[config.mk]
export PLATFORM = sky130hd
export DESIGN_NAME = subterranean_lwc_segment_reader_flat
export DESIGN_NICKNAME = d
export VERILOG_FILES = /design/src/rtl/subterranean_lwc_segment_reader_if.sv /design/src/rtl/subterranean_lwc_segment_reader.sv /design/src/flat_wrapper.sv
export SDC_FILE = /design/constraint.sdc
export NUM_CORES = 1
export LEC_CHECK = 0
export BUFFER_PORTS_ARGS = -buffer_cell sky130_fd_sc_hd__buf_4
export CORE_UTILIZATION = 49
export DETAILED_ROUTE_END_ITERATION = 10
export GPL_TIMING_DRIVEN = 0
export PLACE_DENSITY = 0.81
export SYNTH_ARGS = -nofsm -noshare
export SYNTH_HDL_FRONTEND = slang
export SYNTH_SLANG_ARGS = --single-unit
[constraint.sdc]
create_clock -name clk -period 4.4 [get_ports clk]
set_input_delay 0.66 -clock clk [delete_from_list [all_inputs] [get_ports clk]]
set_output_delay 0.66 -clock clk [all_outputs]
set_load 0.05 [all_outputs]
[src/rtl/subterranean_lwc_segment_reader_if.sv]
// Stream bundle between the LWC input buffer, the segment reader and the Subterranean core.
// Latency: n/a (wires only).
// Backpressure: din uses valid/ready from the buffer; dout uses valid/ready from the core.
//
// Signals:
//   din, din_valid, din_ready          word stream from the input buffer
//   dout, dout_valid, dout_ready       data word stream towards the core
//   dout_size, dout_last, dout_eot     byte count and segment/text end flags of dout
// Modports:
//   master  the segment reader (drives din_ready and the dout side)
//   slave   the environment (buffer + core)
interface subterranean_lwc_segment_reader_if #(
   parameter int G_WIDTH = 32
);
   logic [G_WIDTH-1:0] din;
   logic               din_valid;
   logic               din_ready;
   logic [G_WIDTH-1:0] dout;
   logic               dout_valid;
   logic               dout_ready;
   logic [2:0]         dout_size;
   logic               dout_last;
   logic               dout_eot;

   modport master (
      input  din, din_valid, dout_ready,
      output din_ready, dout, dout_valid, dout_size, dout_last, dout_eot
   );

   modport slave (
      output din, din_valid, dout_ready,
      input  din_ready, dout, dout_valid, dout_size, dout_last, dout_eot
   );
endinterface

[src/rtl/subterranean_lwc_segment_reader.sv]
// Parses LWC segment headers and forwards the segment's data words with byte count and last/eot flags.
// Latency: data path is zero-latency pass-through; header fields and hdr_valid appear one cycle after acceptance.
// Backpressure: in data state din_ready follows dout_ready; headers are accepted whenever enabled.
//
// Ports:
//   clk, rstn          clock, asynchronous active-low reset
//   bus (master)       din/din_valid/din_ready in, dout/dout_valid/dout_ready/dout_size/dout_last/dout_eot out
//   enable             0 stalls both streams, state and byte counter hold
//   parser_rst         synchronous clear back to header parsing, wins over a same-cycle transfer
//   seg_*              fields of the most recently accepted header
//   hdr_valid          one-cycle pulse after a header is accepted
//   busy               1 while data words of a segment are outstanding
module subterranean_lwc_segment_reader #(
   parameter int G_WIDTH     = 32,
   parameter int G_LEN_WIDTH = 16
) (
   input  logic                            clk,
   input  logic                            rstn,
   subterranean_lwc_segment_reader_if.master bus,
   input  logic                            enable,
   input  logic                            parser_rst,
   output logic [3:0]                      seg_type,
   output logic                            seg_partial,
   output logic                            seg_eoi,
   output logic                            seg_eot,
   output logic                            seg_last,
   output logic [G_LEN_WIDTH-1:0]          seg_len,
   output logic                            hdr_valid,
   output logic                            busy
);

   typedef enum logic {
      S_HDR  = 1'b0,
      S_DATA = 1'b1
   } state_t;

   state_t                 state;
   logic [G_LEN_WIDTH-1:0] rem;        // bytes of the current segment not yet forwarded
   logic                   in_data;
   logic [2:0]             size_c;
   logic                   last_c;
   logic [G_WIDTH-1:0]     keep_mask;
   logic                   hdr_xfer;
   logic                   beat;

   assign in_data = (state == S_DATA);

   // Size and last are forced to 0 outside the data state so every output is 0 while idle/reset.
   assign size_c = !in_data                   ? 3'd0 :
                   (rem >= G_LEN_WIDTH'(4))   ? 3'd4 : rem[2:0];
   assign last_c = in_data && (rem <= G_LEN_WIDTH'(4));

   // Bytes are MSB-first: keep the top size_c bytes. size 0 gives an all-zero mask, size 4 all ones.
   assign keep_mask = ~({G_WIDTH{1'b1}} >> {size_c, 3'b000});

   assign bus.din_ready  = rstn & enable & (in_data ? bus.dout_ready : 1'b1);
   assign bus.dout_valid = enable & in_data & bus.din_valid;
   assign bus.dout       = bus.din & keep_mask;
   assign bus.dout_size  = size_c;
   assign bus.dout_last  = last_c;
   assign bus.dout_eot   = last_c & seg_eot;
   assign busy           = in_data;

   assign hdr_xfer = enable & ~in_data & bus.din_valid;
   assign beat     = bus.dout_valid & bus.dout_ready;

   always_ff @(posedge clk or negedge rstn) begin
      if (!rstn) begin
         state       <= S_HDR;
         rem         <= '0;
         seg_type    <= '0;
         seg_partial <= 1'b0;
         seg_eoi     <= 1'b0;
         seg_eot     <= 1'b0;
         seg_last    <= 1'b0;
         seg_len     <= '0;
         hdr_valid   <= 1'b0;
      end else if (parser_rst) begin
         // Any transfer handshaked in this cycle is dropped.
         state       <= S_HDR;
         rem         <= '0;
         seg_type    <= '0;
         seg_partial <= 1'b0;
         seg_eoi     <= 1'b0;
         seg_eot     <= 1'b0;
         seg_last    <= 1'b0;
         seg_len     <= '0;
         hdr_valid   <= 1'b0;
      end else begin
         hdr_valid <= 1'b0;
         if (state == S_HDR) begin
            if (hdr_xfer) begin
               seg_type    <= bus.din[31:28];
               seg_partial <= bus.din[27];
               seg_eoi     <= bus.din[26];
               seg_eot     <= bus.din[25];
               seg_last    <= bus.din[24];
               seg_len     <= bus.din[G_LEN_WIDTH-1:0];
               rem         <= bus.din[G_LEN_WIDTH-1:0];
               hdr_valid   <= 1'b1;
               // An empty segment has no data beats; the next word is another header.
               state       <= (bus.din[G_LEN_WIDTH-1:0] != '0) ? S_DATA : S_HDR;
            end
         end else begin
            if (beat) begin
               // size_c never exceeds rem, so this cannot wrap.
               rem <= rem - G_LEN_WIDTH'(size_c);
               if (last_c) begin
                  state <= S_HDR;
               end
            end
         end
      end
   end

endmodule
[src/flat_wrapper.sv]
// flat-port wrapper written by rule: the top's interface ports become plain ports
module subterranean_lwc_segment_reader_flat 
#(
   parameter int G_WIDTH     = 32,
   parameter int G_LEN_WIDTH = 16
)
  (clk, rstn, enable, parser_rst, seg_type, seg_partial, seg_eoi, seg_eot, seg_last, seg_len, hdr_valid, busy, bus_din, bus_din_valid, bus_dout_ready, bus_din_ready, bus_dout, bus_dout_valid, bus_dout_size, bus_dout_last, bus_dout_eot);
  subterranean_lwc_segment_reader_if #(.G_WIDTH(G_WIDTH)) bus_i ();
  input  logic clk;
  input  logic rstn;
  input  logic enable;
  input  logic parser_rst;
  output logic [3:0] seg_type;
  output logic seg_partial;
  output logic seg_eoi;
  output logic seg_eot;
  output logic seg_last;
  output logic [G_LEN_WIDTH-1:0] seg_len;
  output logic hdr_valid;
  output logic busy;
  input wire logic [$bits(bus_i.din)-1:0] bus_din;
  input wire logic [$bits(bus_i.din_valid)-1:0] bus_din_valid;
  input wire logic [$bits(bus_i.dout_ready)-1:0] bus_dout_ready;
  output wire logic [$bits(bus_i.din_ready)-1:0] bus_din_ready;
  output wire logic [$bits(bus_i.dout)-1:0] bus_dout;
  output wire logic [$bits(bus_i.dout_valid)-1:0] bus_dout_valid;
  output wire logic [$bits(bus_i.dout_size)-1:0] bus_dout_size;
  output wire logic [$bits(bus_i.dout_last)-1:0] bus_dout_last;
  output wire logic [$bits(bus_i.dout_eot)-1:0] bus_dout_eot;
  assign bus_i.din = bus_din;
  assign bus_i.din_valid = bus_din_valid;
  assign bus_i.dout_ready = bus_dout_ready;
  assign bus_din_ready = bus_i.din_ready;
  assign bus_dout = bus_i.dout;
  assign bus_dout_valid = bus_i.dout_valid;
  assign bus_dout_size = bus_i.dout_size;
  assign bus_dout_last = bus_i.dout_last;
  assign bus_dout_eot = bus_i.dout_eot;
  subterranean_lwc_segment_reader #(.G_WIDTH(G_WIDTH), .G_LEN_WIDTH(G_LEN_WIDTH)) u_core (.clk(clk), .rstn(rstn), .bus(bus_i), .enable(enable), .parser_rst(parser_rst), .seg_type(seg_type), .seg_partial(seg_partial), .seg_eoi(seg_eoi), .seg_eot(seg_eot), .seg_last(seg_last), .seg_len(seg_len), .hdr_valid(hdr_valid), .busy(busy));
endmodule
==> flow_metrics.tcl, run 1 <==
set metrics [dict create \
    outcome "completed" \
    power_density_mw_per_mm2 312 \
    fin_ws_ns 0.329 \
    synth_seq_cells 42 \
    fin_crit_sh_pct 92.5 \
    diodes 0 \
    finClkSkew_ns 0.00526 \
    dp.cells 478 \
    irDropWorstVdd_v 0.000210 \
    clockBufferDepth 2 \
    io_pins 103 \
    swShare_pct 41.1 \
    power_frac_seq_pct 38.9 \
    post-route-util_pct 71.8 \
    synthFlopType "dfrtp_1" \
    htree_levels 2 \
    top_usage_layer "met2" \
    drive_gt1_share_pct 28.9 \
    dieHeight_um 74.1 \
    p_int_mw 0.641 \
    grt_max_degree 44 \
    syn_inst 310 \
    cp.arrival_ns 4.23 \
    drtPass1Iterations 5 \
    pwr-share-comb_pct 37.0 \
    area_growth_syn_to_layout_pct 36.8 \
    max_cap_viol_count 0 \
    nNetsFinal 460 \
    ant_nets 0 \
    yosysSeqAreaShare_pct 41.3 \
    start_util_pct 52.5 \
    postLayoutCellArea_mm2 0.00348 \
    place_congestion 0.949 \
    layout_commonest_cell "buf_4" \
    setup_viol 0 \
    dpl-instance-area_mm2 0.00339 \
    postCtsSetupBuffers 0 \
    drt-initial-drc-count 411 \
    power_frac_clock_pct 24.0 \
    wire_per_inst_um 18.9 \
    drc 0 \
    fillers 399 \
    grt-ovfl-total 0 \
    place_ws_ns 0.144 \
    met2_usage_pct 56.9 \
    fin_crit_ns 4.07 \
    max_freq_ghz 0.246 \
    setup_tns_ns 0 \
    fin_hold_ws_ns 0.323 \
    synthArstFlopShare_pct 100 \
    antenna_found_initial 0 \
    root_buffer "clkbuf_8" \
    hold_viol 0 \
    cts_tree "done" \
    criticalPathCategory "flop to flop" \
    finalMaxSlewViolations 0 \
    clk_latency_ns 0.31 \
    worstSetupEndpointType "flop" \
    met3_usage_pct 8.67 \
    rsz0062_at_grt "false" \
    synth_edf_count 0 \
    critical_path.max_fanout 6 \
    place_hpwl_um 6710 \
    grtUsageMet1_pct 47.2 \
    multiInputGateArea_mm2 0.00139 \
    tightest_slew_ns 0.923 \
    p_leak_nw 1.67 \
    slew_headroom_pct 38.2 \
    hold_path_class "primary input to asynchronous set/reset pin" \
    power_mw 1.09 \
    fp.dieArea_mm2 0.00549 \
    drt_wl_total_um 9160 \
    rrSetupSlack_ns 0.33 \
    synth.distinct_cells 45 \
    vias_per_cell 6.16 \
    cp_data_required_time_ns 4.56 \
    synth_nets 352 \
    coreArea_mm2 0.00485 \
    yosys_warnings 0 \
    startpoint_type "flop" \
    avgSynthCellArea_um2 8.21 \
    instances_no_fill 486 \
    num_vias 2996 \
    clk_pin_slew_worst_paths_ns 0.08 \
    syn_area_mm2 0.00255 \
    cts.sinks 42 \
    cts_buffers 5 \
    p_switching_mw 0.448 \
    grtUsageTotal_pct 35.4 \
    portBuffers 101 \
    grt_pass1_wl_um 14300 \
    final_cell_mix "101 x buf_4, 58 x nand2_1, 42 x dfrtp_1" \
    num_rows 25 \
    seqCellArea_mm2 0.00105 \
    first_global_vias 2818 \
    die_width_um 74.1 \
]
-- worst paths after layout --
path / start / endpoint / cells after the start
max in group asynchronous: rstn / u_core.rem[4]$_DFFE_PN0P_ / 1
worst max register to register: u_core.rem[11]$_DFFE_PN0P_ / u_core.rem[10]$_DFFE_PN0P_ / 12
worst min-delay path: rstn / u_core.rem[3]$_DFFE_PN0P_ / 1
worst max-delay path: u_core.rem[11]$_DFFE_PN0P_ / u_core.rem[10]$_DFFE_PN0P_ / 12
min in group clk: u_core.seg_len[9]$_DFFE_PN0P_ / u_core.seg_len[9]$_DFFE_PN0P_ / 2
worst min register to register: u_core.seg_len[9]$_DFFE_PN0P_ / u_core.seg_len[9]$_DFFE_PN0P_ / 2
-- worst max-delay path, cell delays in order (launching register included) --
cell      delay [ns]
dfrtp_1         0.41
or4_1           0.51
buf_2           0.17
or4_4           0.56
nor3_1          0.29
and3_2          0.24
ha_1            0.19
inv_1           0.06
fa_1            0.44
a211oi_2        0.48
nand2_1         0.14
o311ai_0        0.32
a21oi_1         0.12
-- synthesized netlist by cell type (2+ instances only) --
library cell | instances | area, um2
a2111oi_0 | 2 | 17.5
a211oi_1 | 3 | 22.5
a21oi_1 | 32 | 160
a22oi_1 | 5 | 37.5
a31oi_1 | 3 | 18.8
a41oi_1 | 4 | 35.0
and2_1 | 9 | 56.3
and3_1 | 24 | 150
and3_2 | 2 | 15.0
clkbuf_1 | 17 | 63.8
dfrtp_1 | 42 | 1050
ha_1 | 3 | 37.5
inv_1 | 8 | 30.0
mux2i_1 | 3 | 30.0
nand2_1 | 58 | 218
nand3_1 | 7 | 35.0
nand4_1 | 3 | 18.8
nand4b_1 | 2 | 17.5
nor2_1 | 17 | 63.8
nor2b_1 | 5 | 31.3
nor3_1 | 7 | 35.0
nor4_1 | 12 | 75.1
o2111ai_1 | 2 | 17.5
o211ai_1 | 5 | 37.5
o21ai_0 | 6 | 30.0
o311ai_0 | 5 | 43.8
or2_2 | 3 | 18.8
or3_1 | 2 | 12.5
or3_2 | 2 | 15.0
or4_1 | 2 | 15.0
-- logic make-up (layout without fill, tap and decap cells) --
| logic type | Yosys count | after routing | share of synthesized area [%] |
|---|---|---|---|
| AOI/OAI and AO/OA | 72 | 72 | 18.0 |
| xor gates and xnor gates | 1 | 1 | 0.344 |
| adders and majority gates | 4 | 4 | 2.26 |
| buffers and inverters | 28 | 137 | 4.18 |
| DFF | 42 | 42 | 41.3 |
| muxes | 3 | 3 | 1.18 |
| and+or+nand+nor | 160 | 160 | 32.8 |
-- power by group through the flow --
stage	Clock, mW	Combinational, mW	Sequential (mW)
global placement	0	0.392	0.430
global route	0.276	0.425	0.427
CTS	0.260	0.396	0.423
finish	0.262	0.403	0.424
floorplan	0	0.216	0.464
detailed placement	0	0.395	0.430
-- per-layer routing --
metal / up-vias / wire length [um]
met5: - / 0
met4: 0 / 170
met3: 28 / 860
met2: 175 / 4350
met1: 1450 / 3780
li1: 1343 / -
-- state kept, by name, indices dropped and copies added (netlist names) --
signal	flops
u_core.busy	1
u_core.seg_partial	1
u_core.rem	16
u_core.seg_eot	1
u_core.seg_len	16
u_core.hdr_valid	1
u_core.seg_eoi	1
u_core.seg_type	4
u_core.seg_last	1
-- layout make-up --
class | count | share of cell area [%]
Clock inverter | 3 | 0.611
Clock buffer | 5 | 1.98
Inverter | 9 | 0.970
Timing Repair Buffer | 101 | 21.8
Buffer | 19 | 2.08
Sequential cell | 42 | 30.2
Tap cell | 67 | 2.41
Multi-Input combinational cell | 240 | 40.0
-- timing repair --
item / CTS / global route
hold buffers: 0 / 0
endpoints found under the setup margin: 0 / 1
resized for setup: 0 / 1
(Power assumes the default switching activity.)
==> inputs of run 2 (changes only) <==
--- a/config.mk
+++ b/config.mk
@@ -5,11 +5,12 @@
 export SDC_FILE = /design/constraint.sdc
 export NUM_CORES = 1
 export LEC_CHECK = 0
+export ABC_AREA = 1
 export BUFFER_PORTS_ARGS = -buffer_cell sky130_fd_sc_hd__buf_4
 export CORE_UTILIZATION = 49
 export DETAILED_ROUTE_END_ITERATION = 10
 export GPL_TIMING_DRIVEN = 0
-export PLACE_DENSITY = 0.81
+export PLACE_DENSITY = 0.8
 export SYNTH_ARGS = -nofsm -noshare
 export SYNTH_HDL_FRONTEND = slang
 export SYNTH_SLANG_ARGS = --single-unit
==> run 2 against run 1 <==
Count of clock-buffer cells in the layout unchanged. Register-to-register slack improved by 1.1 ns. Area after synthesis increased by 6.0%. Highest routed layer unchanged. Wire length decreased by 16%. Sequential power increased by 4%. Worst setup slack improved by 1.1 ns. Hold slack improved by 0.012 ns. Non-clock buffer count decreased by 8. Utilization decreased by 1.8 points.
==> flow_metrics.tcl, run 2 <==
set metrics [dict create \
    top_regs "u_core.rem (16), u_core.seg_len (16), u_core.seg_type (4)" \
    synth_area_leaders "dfrtp_1 39%, nand2_1 14%, inv_1 7.5%" \
    fin_crit_sh_pct 67.4 \
    htree_levels 2 \
    place_congestion 0.927 \
    drt-initial-drc-count 158 \
    nNetsFinal 520 \
    synth_seq_cells 42 \
    cpPeakStageDelay_ns 0.42 \
    critPathSlowestCell "dfrtp_1" \
    avgSynthCellArea_um2 7.31 \
    crit_buf_inv 2 \
    hold_viol 0 \
    yosysSeqAreaShare_pct 38.9 \
    synthArstFlopShare_pct 100 \
    grt_pass1_wl_um 13000 \
    io_pins 103 \
    coreArea_mm2 0.00520 \
    reg2reg_depth 16 \
    synth.most_common_cell "nand2_1" \
    fin_ws_ns 1.43 \
    ant_nets 0 \
    vias_per_cell 5.17 \
    synthFlopType "dfrtp_1" \
    r2r_end "u_core.rem[12]$_DFFE_PN0P_" \
    synth_edf_count 0 \
    place_hpwl_um 6100 \
    clk_latency_ns 0.30 \
    finalMaxSlewViolations 0 \
    area_growth_syn_to_layout_pct 35.0 \
    first_global_vias 2652 \
    power_density_mw_per_mm2 307 \
    cp_data_required_time_ns 4.59 \
    start_util_pct 51.9 \
    syn_area_mm2 0.00270 \
    synth_nets 411 \
    cts.sinks 42 \
    rsz0062_at_grt "false" \
    final_cell_mix "102 x buf_4, 99 x nand2_1, 54 x inv_1" \
    drive_gt1_share_pct 29.6 \
    synth.largest_area_cell "dfrtp_1" \
    max_freq_ghz 0.337 \
    finClkSkew_ns 0.00481 \
    outcome "completed" \
    tightest_slew_ns 0.540 \
    synth.distinct_cells 32 \
    dieHeight_um 76.2 \
    root_buffer "clkbuf_8" \
    setup_tns_ns 0 \
    grtUsageTotal_pct 28.0 \
    critPathTopFamily "simple AND/OR/NAND/NOR gates" \
    max_cap_viol_count 0 \
    cts_resized 0 \
    wire_per_inst_um 14.0 \
    power_mw 1.12 \
    fin_crit_ns 2.97 \
    drc 0 \
    diodes 0 \
    die_width_um 76.2 \
    cts_tree "done" \
    clockBufferDepth 2 \
    yosys_warnings 0 \
    grt_max_degree 44 \
    r2r_start "u_core.rem[11]$_DFFE_PN0P_" \
    hold_path_class "primary input to asynchronous set/reset pin" \
    setup_viol 0 \
    dpl-instance-area_mm2 0.00355 \
    cts_buffers 5 \
    worstSetupEndpointType "flop" \
    grt-ovfl-total 0 \
    num_rows 26 \
    clk_pin_slew_worst_paths_ns 0.09 \
    drtPass1Iterations 5 \
    antenna_found_initial 0 \
    drt_wl_total_um 7670 \
    yosysTopAreaCellShare_pct 38.9 \
    critical_path.max_fanout 6 \
    crit_path_frequent_cell "nand2_1" \
    p_leak_nw 2.05 \
    hold_buffers 0 \
    crit_chain "nor2_1 > nand2_1 > nor2_1 > nand3b_1 > inv_1 > ha_1 > inv_1 > fa_1 > nand2_1 > nand2_1 > nor2_1 > nand3_1 > nand2_1 > nand3_1 > nand2_1 > nand2_1" \
    portBuffers 102 \
    num_vias 2837 \
    criticalPathCategory "flop to flop" \
    postLayoutCellArea_mm2 0.00364 \
    fp.dieArea_mm2 0.00581 \
    slew_headroom_pct 64.0 \
    postCtsSetupBuffers 0 \
    irDropWorstVdd_v 0.000195 \
    cp.arrival_ns 3.16 \
    startpoint_type "flop" \
    synth_common_cells "99 x nand2_1, 54 x inv_1, 46 x nor2_1" \
    layout_commonest_cell "buf_4" \
    rrSetupSlack_ns 1.43 \
    place_ws_ns 1.48 \
    syn_inst 369 \
]
[run 2: worst max-delay path by stage]
stage                               start  slack [ns]                          to  cells after the start
2_1_floorplan       u_core.busy$_DFF_PN0_        1.19  u_core.rem[12]$_DFFE_PN0P_                     13
3_3_place_gp    u_core.rem[9]$_DFFE_PN0P_        1.50  u_core.rem[12]$_DFFE_PN0P_                     16
3_5_place_dp    u_core.rem[9]$_DFFE_PN0P_        1.48  u_core.rem[12]$_DFFE_PN0P_                     16
4_1_cts         u_core.rem[9]$_DFFE_PN0P_        1.47  u_core.rem[12]$_DFFE_PN0P_                     16
5_1_grt        u_core.rem[10]$_DFFE_PN0P_        1.14  u_core.rem[12]$_DFFE_PN0P_                     16
6_report       u_core.rem[11]$_DFFE_PN0P_        1.43  u_core.rem[12]$_DFFE_PN0P_                     16
[run 2: layout make-up]
class / instances / area (um2)
clock inverters: 3 / 23.8
multi-input cells: 258 / 1350
inverters: 59 / 226
repair buffers: 102 / 766
flip-flops and latches: 42 / 1050
fillers: 435 / 1560
clock buffers: 5 / 68.8
well taps: 70 / 87.6
plain buffers: 10 / 72.6
[run 2: power breakdown]
part	internal (mW)	switching, mW
logic	0.132	0.288
registers	0.414	0.0280
clock network	0.114	0.144
total	0.660	0.460
[run 2: cell families (layout without fill, tap and decap cells)]
kind of cell	count (synthesis)	in the layout	synth area share, %
AOI/OAI and AO/OA	62	62	13.8
xor gates and xnor gates	2	2	0.649
adders and majority gates	4	4	2.13
buffers and inverters	69	179	11.1
DFF	42	42	38.9
and+or+nand+nor	190	190	33.4
[run 2: stage by stage]
stage                     hold WS, ns  util, %  std cells
after global placement          0.469     68.2        541
after CTS                       0.356     70.0        549
after global routing            0.385     70.0        549
after detailed placement        0.475     68.2        541
final                           0.335     70.0        549
after floorplan                 0.364        -        369
[run 2: per-layer routing]
layer,up-vias,global-route usage (%),share of wire [%]
met5,-,0,0
met4,0,6.73,1.1
met3,10,4.55,6.9
met2,122,48.2,49
met1,1311,36.8,43
li1,1394,-,-
